--- config.mk ---
export PLATFORM = sky130hd
export DESIGN_NAME = countdown_timer
export DESIGN_NICKNAME = d
export VERILOG_FILES = /design/src/rtl/countdown_timer.sv
export SDC_FILE = /design/constraint.sdc
export NUM_CORES = 1
export LEC_CHECK = 0
export CAP_MARGIN = 20
export CORE_MARGIN = 2
export CORE_UTILIZATION = 50
export CTS_CLUSTER_SIZE = 28
export DETAILED_ROUTE_END_ITERATION = 8
export GPL_TIMING_DRIVEN = 0
export PLACE_DENSITY_LB_ADDON = 0.12
export SLEW_MARGIN = 20
export SYNTH_ARGS = -nofsm -noshare
export SYNTH_HDL_FRONTEND = slang
export SYNTH_SLANG_ARGS = --single-unit
--- constraint.sdc ---
create_clock -name clk -period 2.9 [get_ports clk]
set_input_delay 0.435 -clock clk [delete_from_list [all_inputs] [get_ports clk]]
set_output_delay 0.435 -clock clk [all_outputs]
set_load 0.02 [all_outputs]
--- src/rtl/countdown_timer.sv ---
// Countdown timer driven by a synchronized 1 Hz toggle clock: tick generation, load/start/pause FSM, done pulse.
// Optional macro COUNTDOWN_BOTH_EDGE_EN: tick on both synchronized edges (half-second resolution).
module countdown_timer #(
    parameter int CNT_W       = 8,
    parameter int SYNC_STAGES = 2
) (
    input  logic             clk,
    input  logic             rst_n,
    input  logic             slow_clk_in,
    input  logic             load,
    input  logic [CNT_W-1:0] load_val,
    input  logic             start,
    input  logic             pause,
    output logic             tick,
    output logic [CNT_W-1:0] count,
    output logic             running,
    output logic             done
);

    typedef enum logic [1:0] {IDLE, RUN, PAUSE, DONE} state_t;

    localparam logic [2:0] WARM_LEN = 3'(SYNC_STAGES + 1);

    state_t                 state, state_nxt;
    logic [SYNC_STAGES-1:0] sync_q;
    logic                   hist_q;
    logic [2:0]             warm_cnt;
    logic                   warm_done;
    logic                   sync_out;
    logic                   edge_raw;
    logic                   tick_nxt;
    logic [CNT_W-1:0]       count_nxt;
    logic                   done_nxt;

    assign sync_out  = sync_q[SYNC_STAGES-1];
    assign warm_done = (warm_cnt == WARM_LEN);

`ifdef COUNTDOWN_BOTH_EDGE_EN
    assign edge_raw = sync_out ^ hist_q;
`else
    assign edge_raw = sync_out & ~hist_q;
`endif

    // The chain resets to 0, so a level already high at reset looks like an edge; warm-up masks it.
    assign tick_nxt = edge_raw & warm_done;

    always_ff @(posedge clk or negedge rst_n) begin
        if (!rst_n) begin
            sync_q   <= '0;
            hist_q   <= 1'b0;
            warm_cnt <= '0;
        end else begin
            sync_q <= {sync_q[SYNC_STAGES-2:0], slow_clk_in};
            hist_q <= sync_out;
            if (!warm_done)
                warm_cnt <= warm_cnt + 3'd1;
        end
    end

    // Priority: load > tick > pause > start; pause also blocks a same-cycle start.
    always_comb begin
        state_nxt = state;
        count_nxt = count;
        done_nxt  = 1'b0;
        if (load) begin
            count_nxt = load_val;
            state_nxt = IDLE;
        end else begin
            unique case (state)
                IDLE: begin
                    if (start && !pause && count != '0)
                        state_nxt = RUN;
                end
                RUN: begin
                    if (tick_nxt) begin
                        if (count == CNT_W'(1)) begin
                            count_nxt = '0;
                            state_nxt = DONE;
                            done_nxt  = 1'b1;
                        end else if (count != '0) begin
                            count_nxt = count - CNT_W'(1);
                            if (pause)
                                state_nxt = PAUSE;
                        end
                    end else if (pause) begin
                        state_nxt = PAUSE;
                    end
                end
                PAUSE: begin
                    if (start && !pause)
                        state_nxt = RUN;
                end
                DONE: begin
                    count_nxt = '0;
                end
                default: state_nxt = IDLE;
            endcase
        end
    end

    always_ff @(posedge clk or negedge rst_n) begin
        if (!rst_n) begin
            state   <= IDLE;
            count   <= '0;
            done    <= 1'b0;
            running <= 1'b0;
            tick    <= 1'b0;
        end else begin
            state   <= state_nxt;
            count   <= count_nxt;
            done    <= done_nxt;
            running <= (state_nxt == RUN);
            tick    <= tick_nxt;
        end
    end

endmodule

==> results.tsv, run 1 <==
stage	metric	value	unit
run_status	status	completed	
sta	count of final setup violators	0	
sta	Slew headroom	0.417	
grt	initial antenna violation count	0	
worst_setup_path	critical path class	flop to flop	
sta	WHS	0.363	ns
routing	wire per inst	14.2	um
finish	commonest non-fill, non-tap cell in the layout	clkdlybuf4s50_1	
routing	final wirelength	2.21	mm
yosys	cell accounting for the most synthesized area	dfrtp_1	
worst_setup_path	critical path's largest stage delay	0.43	ns
clock_tree	Post-CTS Repair Setup Buffers	0	
clock_tree	H-tree depth	1	
clock_tree	Sink Count	19	
finish	antenna fix cells	0	
hold_path	cell count of the worst hold path	0	
sta	RSZ-0062 raised after global routing	no	
finish	area grow syn2layout	28.3	%
grt	vias in the first global route	828	
sta	Worst-Margin Slew	0.871	ns
worst_setup_path	Critical Path Source Type	flop	
yosys	register area share after synthesis	0.443	
yosys	Syn Std Cell Area	0.00107	mm^2
yosys	Mapped Nets	119	
power	VDD IR-drop max	0.000435	V
power	Power Density	526	mW/mm^2
grt	largest net degree at the start of global routing	20	
clock_tree	clk buf depth	2	
power	Leak Pwr	0.000562	uW
hold_path	WHS Endpoint	sync_q[1]$_DFF_PN0_	
yosys	EDFF count, synth	0	
routing	Pre-Repair DR Iteration Count	4	
worst_setup_path	CP max-delay cell	dfrtp_1	
sta	max-slew violation count	0	
yosys	yosys warns	0	
worst_setup_path	Worst R2R Setup Slack	0.91	ns
placement	Post-DP HPWL	1.63	mm
power	total power draw	725	uW
worst_setup_path	WP buf/inv	2	
worst_setup_path	worst r2r src	count[1]$_DFFE_PN0P_	
sta	Fin Setup TNS	0	ns
worst_setup_path	worst setup path start	count[1]$_DFFE_PN0P_	
die	core footprint	0.00200	mm^2
finish	most frequent cells in the layout	clkdlybuf4s50_1, dfrtp_1, inv_1	
die	Die H	50.3	um
sta	fin crit period	1.99	ns
die	Die X	50.3	um
yosys	Avg Inst Size Synth	10.7	um^2
routing	ANT nets after route	0	
die	Starting Density	0.536	
clock_tree	root buffer cell	clkbuf_4	
clock_tree	TritonCTS clock tree	yes	
clock_tree	CTS clock-pin slew for the worst setup and hold paths	0.11	ns
grt	grt total ovfl	0	
worst_setup_path	Worst setup EP type	flop	
yosys	#FFs+latches synth	19	
die	FP Rows	16	
run	max_cap viols	0	
sta	period utilization	0.686	
worst_setup_path	crit path max fanout	10	
grt	first-pass GRT wire length	3.66	mm
die	I/O pins	25	
yosys	top cell type's share of synthesized area	0.443	
placement	IO buf count	24	
routing	Via density	5.84	
yosys	dominant cells by area after synthesis	dfrtp_1, ha_1, o22ai_1	
hold_path	start point of the worst hold path	sync_q[0]$_DFF_PN0_	
finish	share of post-route cells with drive strength above 1	0.102	
grt	GRT Total Usage	0.196	
yosys	commonest register cell after synthesis	dfrtp_1	
routing	residual DRC count	0	
yosys	post-synth cell types	46	
sta	post-route clock skew	0.00218	ns
worst_setup_path	WP data required	3.11	ns
routing	via count	905	
clock_tree	TritonCTS Buffers	3	
worst_setup_path	delay-heaviest family, CP	simple AND/OR/NAND/NOR gates	
worst_setup_path	CP Cell Sequence	inv_1 -> ha_1 -> nor4b_4 -> a31oi_4 -> or2_0 -> buf_2 -> a22o_1	
clock_tree	hold_buf cts	0	
finish	final net count	148	
clock_tree	clock latency on the worst-skew pair	0.31	ns
die	die area	0.00253	mm^2
sta	Hold Vio Cnt, Final	0	
yosys	Gate Count Post-Synth	100	
worst_setup_path	Worst EP arrival	2.20	ns
hold_path	min-delay worst type	flop to flop	
finish	final core occ	0.688	
placement	GPL Wtd Cong	0.810	
sta	f_max	503	MHz
yosys	Async SR Flop Fraction	1.00	
clock_tree	post-CTS resize count	0	
worst_setup_path	Worst Reg2Reg Path Length in Cells	7	
routing	DR iter-0 viols	13	
worst_setup_path	Reg-to-Reg End	count[5]$_DFFE_PN0P_	
[cells by family (layout without fill, tap and decap cells)]
| kind of cell | Yosys count | count (layout) | share of synthesized area |
|---|---|---|---|
| muxes | 2 | 2 | 0.0198 |
| buffers and inverters | 12 | 40 | 0.0513 |
| and+or+nand+nor | 27 | 27 | 0.173 |
| AOI/OAI and AO/OA | 34 | 34 | 0.247 |
| DFF | 19 | 19 | 0.443 |
| xor gates and xnor gates | 1 | 1 | 0.00816 |
| adders and majority gates | 5 | 5 | 0.0583 |
[how the worst max path moves through the flow]
stage                                      end  slack, ns  cells after the start
after floorplan           count[3]$_DFFE_PN0P_       1.03                      7
after CTS                 count[4]$_DFFE_PN0P_       0.92                      7
after global routing      count[4]$_DFFE_PN0P_       0.74                      7
after global placement    count[5]$_DFFE_PN0P_       0.87                      6
final                     count[5]$_DFFE_PN0P_       0.91                      7
after detailed placement  count[7]$_DFFE_PN0P_       0.83                      6
[synth_stat cells (2+ instances only)]
cell type and number:
a21oi_1 2, a22o_1 4, a31oi_1 2, a32oi_1 2, buf_2 2, clkbuf_1 2, dfrtp_1 19, ha_1 5
inv_1 7, nand2_1 5, nor2_1 4, nor3_1 3, nor3b_1 2, o21ai_1 3, o22ai_1 6, o41ai_1 2
[routing by layer]
metal  vias to the layer above  GRT usage  wire [um]
met5                         -          0          0
met1                       438      0.245        957
met2                        25      0.333       1110
met3                         3     0.0357        112
li1                        439          -          -
met4                         0     0.0811         29
[worst register-to-register path, cell delays in order, from the launching register on]
cell and delay [ns]:
dfrtp_1 0.43, inv_1 0.13, ha_1 0.22, nor4b_4 0.29, a31oi_4 0.19, or2_0 0.24
buf_2 0.16, a22o_1 0.22
[flip-flops by register name, summed over array words and instances (netlist names)]
register	count
warm_cnt	3
done	1
tick	1
hist_q	1
count	8
sync_q	2
running	1
state	2
[area by class of cell]
type / instances / area, um^2
fill: 159 / 624
multi-input combinational: 69 / 543
sequential: 19 / 475
timing repair buffer: 24 / 240
tap: 27 / 33.8
buffer: 5 / 28.8
inverter: 7 / 26.3
clock buffer: 3 / 22.5
clock inverter: 1 / 7.51
[per-stage QoR]
step,cells,setup slack (ns),cell area [um^2]
floorplan,100,1.03,1070
global placement,151,0.872,1350
detailed placement,151,0.835,1350
CTS,155,0.915,1380
global route,155,0.738,1380
finish,155,0.911,1380
[power breakdown]
group	switching [uW]	internal (uW)
clock network	89.9	52.7
registers	42.8	292
logic	128	120
total	260	465
Power figures use the tool's default switching activity.
==> inputs of run 2 (changes only) <==
--- a/config.mk
+++ b/config.mk
@@ -7,7 +7,7 @@
 export LEC_CHECK = 0
 export CAP_MARGIN = 20
 export CORE_MARGIN = 2
-export CORE_UTILIZATION = 50
+export CORE_UTILIZATION = 48
 export CTS_CLUSTER_SIZE = 28
 export DETAILED_ROUTE_END_ITERATION = 8
 export GPL_TIMING_DRIVEN = 0
==> constraint.sdc (replaced) <==
create_clock -name clk -period 2.05 [get_ports clk]
set_input_delay 0.3075 -clock clk [delete_from_list [all_inputs] [get_ports clk]]
set_output_delay 0.3075 -clock clk [all_outputs]
set_load 0.02 [all_outputs]
==> run 2 against run 1 <==
First-iteration DRC count up 85%. Cell count increased by 1.9%. Design area up 1.1%. Sequential cell count unchanged. Hold slack about the same. Highest routed layer unchanged. Register-to-register slack got worse by 0.75 ns. Critical path depth shrank 1. Largest cell class unchanged. Combinational power grew 46%. Utilization decreased by 4.6 points. Clock skew rose by 0.0022 ns. Non-clock buffer count rose by 2.
==> results.tsv, run 2 (same netlist as run 1, synthesis figures left out) <==
stage	metric	value	unit	change
run_status	status	completed		
finish	Largest register FFs	8		unchanged
clock_tree	CTS clock-pin slew for the worst setup and hold paths	0.11	ns	about the same
grt	grt total ovfl	0		unchanged
sta	f_max	529	MHz	+5.2%
hold_path	min-delay worst type	flop to flop		
run	max_cap viols	0		unchanged
clock_tree	clk buf depth	2		unchanged
routing	Via density	5.93		+1.6%
worst_setup_path	worst setup path start	warm_cnt[0]$_DFFE_PN0P_		
power	Switching Fraction	0.357		-0.00163
routing	final wirelength	2.44	mm	+10%
worst_setup_path	Worst Reg2Reg Path Length in Cells	6		-1
power	Internal	660	uW	+42%
die	Die H	51.3	um	+1.9%
worst_setup_path	Worst EP arrival	2.05	ns	-0.15 ns
grt	vias in the first global route	930		+12%
power	Sequential Power Share	0.463		about the same
routing	Pre-Repair DR Iteration Count	4		unchanged
die	core footprint	0.00217	mm^2	+8.4%
die	die area	0.00263	mm^2	+3.8%
sta	post-route clock skew	0.00442	ns	+0.00224 ns
finish	biggest regs	count: 8 flops, warm_cnt: 3 flops		
clock_tree	H-tree depth	1		unchanged
worst_setup_path	critical path class	flop to flop		
finish	Biggest register	count		
worst_setup_path	critical path's largest stage delay	0.41	ns	-0.02 ns
die	I/O pins	25		unchanged
sta	Fin Setup TNS	0	ns	unchanged
sta	fin crit period	1.89	ns	-0.0979 ns
die	Starting Density	0.495		-0.0414
grt	largest net degree at the start of global routing	20		unchanged
placement	DP Area	0.00135	mm^2	about the same
worst_setup_path	WP data required	2.21	ns	-0.90 ns
hold_path	WHS Endpoint	sync_q[1]$_DFF_PN0_		
finish	most frequent cells in the layout	clkdlybuf4s50_1, dfrtp_1, inv_1		
power	sw power	367	uW	+41%
power	Comb power frac	0.352		+0.010
worst_setup_path	Reg-to-Reg End	running$_DFF_PN0_		
finish	share of post-route cells with drive strength above 1	0.123		+0.0215
worst_setup_path	Worst setup EP type	flop		
die	FP Rows	17		+1
sta	Worst-Margin Slew	0.873	ns	+0.00144 ns
grt	initial antenna violation count	0		unchanged
clock_tree	Sink Count	19		unchanged
power	Clock power frac	0.185		-0.012
placement	GPL Wtd Cong	0.825		+1.8%
routing	residual DRC count	0		unchanged
hold_path	start point of the worst hold path	sync_q[0]$_DFF_PN0_		
sta	count of final setup violators	0		unchanged
finish	Register Area	477	um^2	+0.26%
worst_setup_path	Critical Path Source Type	flop		
worst_setup_path	Worst R2R Setup Slack	0.16	ns	-0.75 ns
routing	via count	937		+3.5%
finish	antenna fix cells	0		unchanged
finish	area of the multi-input gates	543	um^2	unchanged
worst_setup_path	CP Cell Sequence	ha_1 -> ha_1 -> and3b_1 -> a41o_1 -> a311oi_1 -> a2111oi_1		
sta	Slew headroom	0.416		-0.000966
placement	IO buf count	24		unchanged
worst_setup_path	CP dominant cell by count	ha_1		
clock_tree	TritonCTS Buffers	3		unchanged
worst_setup_path	CP max-delay cell	dfrtp_1		
finish	final net count	150		+1.4%
sta	period utilization	0.923		+0.237
routing	DR iter-0 viols	24		+11
routing	wire per inst	15.4	um	+8.4%
clock_tree	clock latency on the worst-skew pair	0.29	ns	-0.02 ns
power	VDD IR-drop max	0.000459	V	+5.5%
worst_setup_path	crit path max fanout	5		-5
grt	first-pass GRT wire length	4.13	mm	+13%
worst_setup_path	worst r2r src	warm_cnt[0]$_DFFE_PN0P_		
clock_tree	root buffer cell	clkbuf_4		
sta	max-slew violation count	0		unchanged
routing	ANT nets after route	0		unchanged
placement	Post-DP HPWL	1.76	mm	+8.2%
finish	final core occ	0.642		-0.0463
die	Die X	51.3	um	+1.9%
power	Power Density	737	mW/mm^2	+40%
power	Leak Pwr	0.000576	uW	+2.4%
sta	RSZ-0062 raised after global routing	no		
sta	Hold Vio Cnt, Final	0		unchanged
finish	commonest non-fill, non-tap cell in the layout	clkdlybuf4s50_1		
grt	GRT Total Usage	0.213		+0.0172
clock_tree	TritonCTS clock tree	yes		
finish	area grow syn2layout	29.7	%	
hold_path	cell count of the worst hold path	0		unchanged
finish	Filler Cell Count	198		+25%
finish	Finished Cell Area	0.00139	mm^2	+1.1%
-- run 2: changes by cell type in the layout (fill, tap and decap cells not counted) --
| cell | previous run | this run |
|---|---|---|
| dfrtp_1 | 19 | 18 |
| dfrtp_2 | 0 | 1 |
| buf_4 | 0 | 2 |
| clkinvlp_4 | 1 | 0 |
| clkinv_2 | 0 | 1 |
-- run 2: worst max path at each step --
stage                           endpoint  slack, ns  cells past startpoint
global placement    count[4]$_DFFE_PN0P_       0.09                      7
floorplan           count[3]$_DFFE_PN0P_       0.18                      7
finish                 running$_DFF_PN0_       0.16                      6
detailed placement  count[7]$_DFFE_PN0P_       0.08                      7
global route        count[5]$_DFFE_PN0P_       0.04                      7
CTS                 count[3]$_DFFE_PN0P_       0.07                      7
-- run 2: worst max-delay path: cells and delay by family (launching register included) --
kind,cells,cell delay (ns)
adder cells (fa/ha/maj),2,0.47
AND/OR/NAND/NOR,1,0.26
flip-flops,1,0.41
AO/OA/AOI/OAI,3,0.63
-- run 2: metrics by stage --
stage / setup slack, ns / power, uW / instances / hold WS (ns)
after floorplan: 0.183 / 687 / 100 / 0.0119
after global placement: 0.0885 / 826 / 152 / 0.336
after detailed placement: 0.0783 / 832 / 152 / 0.342
after CTS: 0.0715 / 1030 / 156 / 0.370
after global routing: 0.0377 / 1100 / 158 / 0.394
final: 0.159 / 1030 / 158 / 0.364
-- run 2: per-layer routing --
| layer | global-route usage | vias up | wire [um] |
|---|---|---|---|
| met1 | 0.280 | 468 | 1070 |
| met2 | 0.348 | 24 | 1250 |
| met3 | 0.0263 | 2 | 97 |
| li1 | - | 443 | - |
| met5 | 0 | - | 0 |
| met4 | 0.105 | 0 | 17 |
-- run 2: power by group through the flow --
stage	clock (uW)	combinational [uW]	sequential, uW
detailed placement	0	352	480
CTS	201	356	472
global route	222	393	481
finish	190	361	475
floorplan	0	175	513
global placement	0	348	478
-- run 2: repair_timing --
item	in CTS	in global routing
setup endpoints to repair	0	5
hold endpoints to repair	0	0
gates resized for setup	0	1
hold buffers	0	0
setup buffers	0	2
-- run 2: layout make-up --
class	count	share of cell area
clock inverter	1	0.00359
buffer	5	0.0207
clock buffer	3	0.0162
inverter	7	0.0189
tap	28	0.0252
timing repair buffer	26	0.183
multi-input combinational	69	0.390
sequential	19	0.342
==> inputs of run 3 (changes only) <==
--- a/config.mk
+++ b/config.mk
@@ -12,6 +12,7 @@
 export DETAILED_ROUTE_END_ITERATION = 8
 export GPL_TIMING_DRIVEN = 0
 export PLACE_DENSITY_LB_ADDON = 0.12
+export SKIP_LAST_GASP = 1
 export SLEW_MARGIN = 20
 export SYNTH_ARGS = -nofsm -noshare
 export SYNTH_HDL_FRONTEND = slang
==> results of run 3 <==
The final DEF is identical to that of run 2; final timing and power are the same.
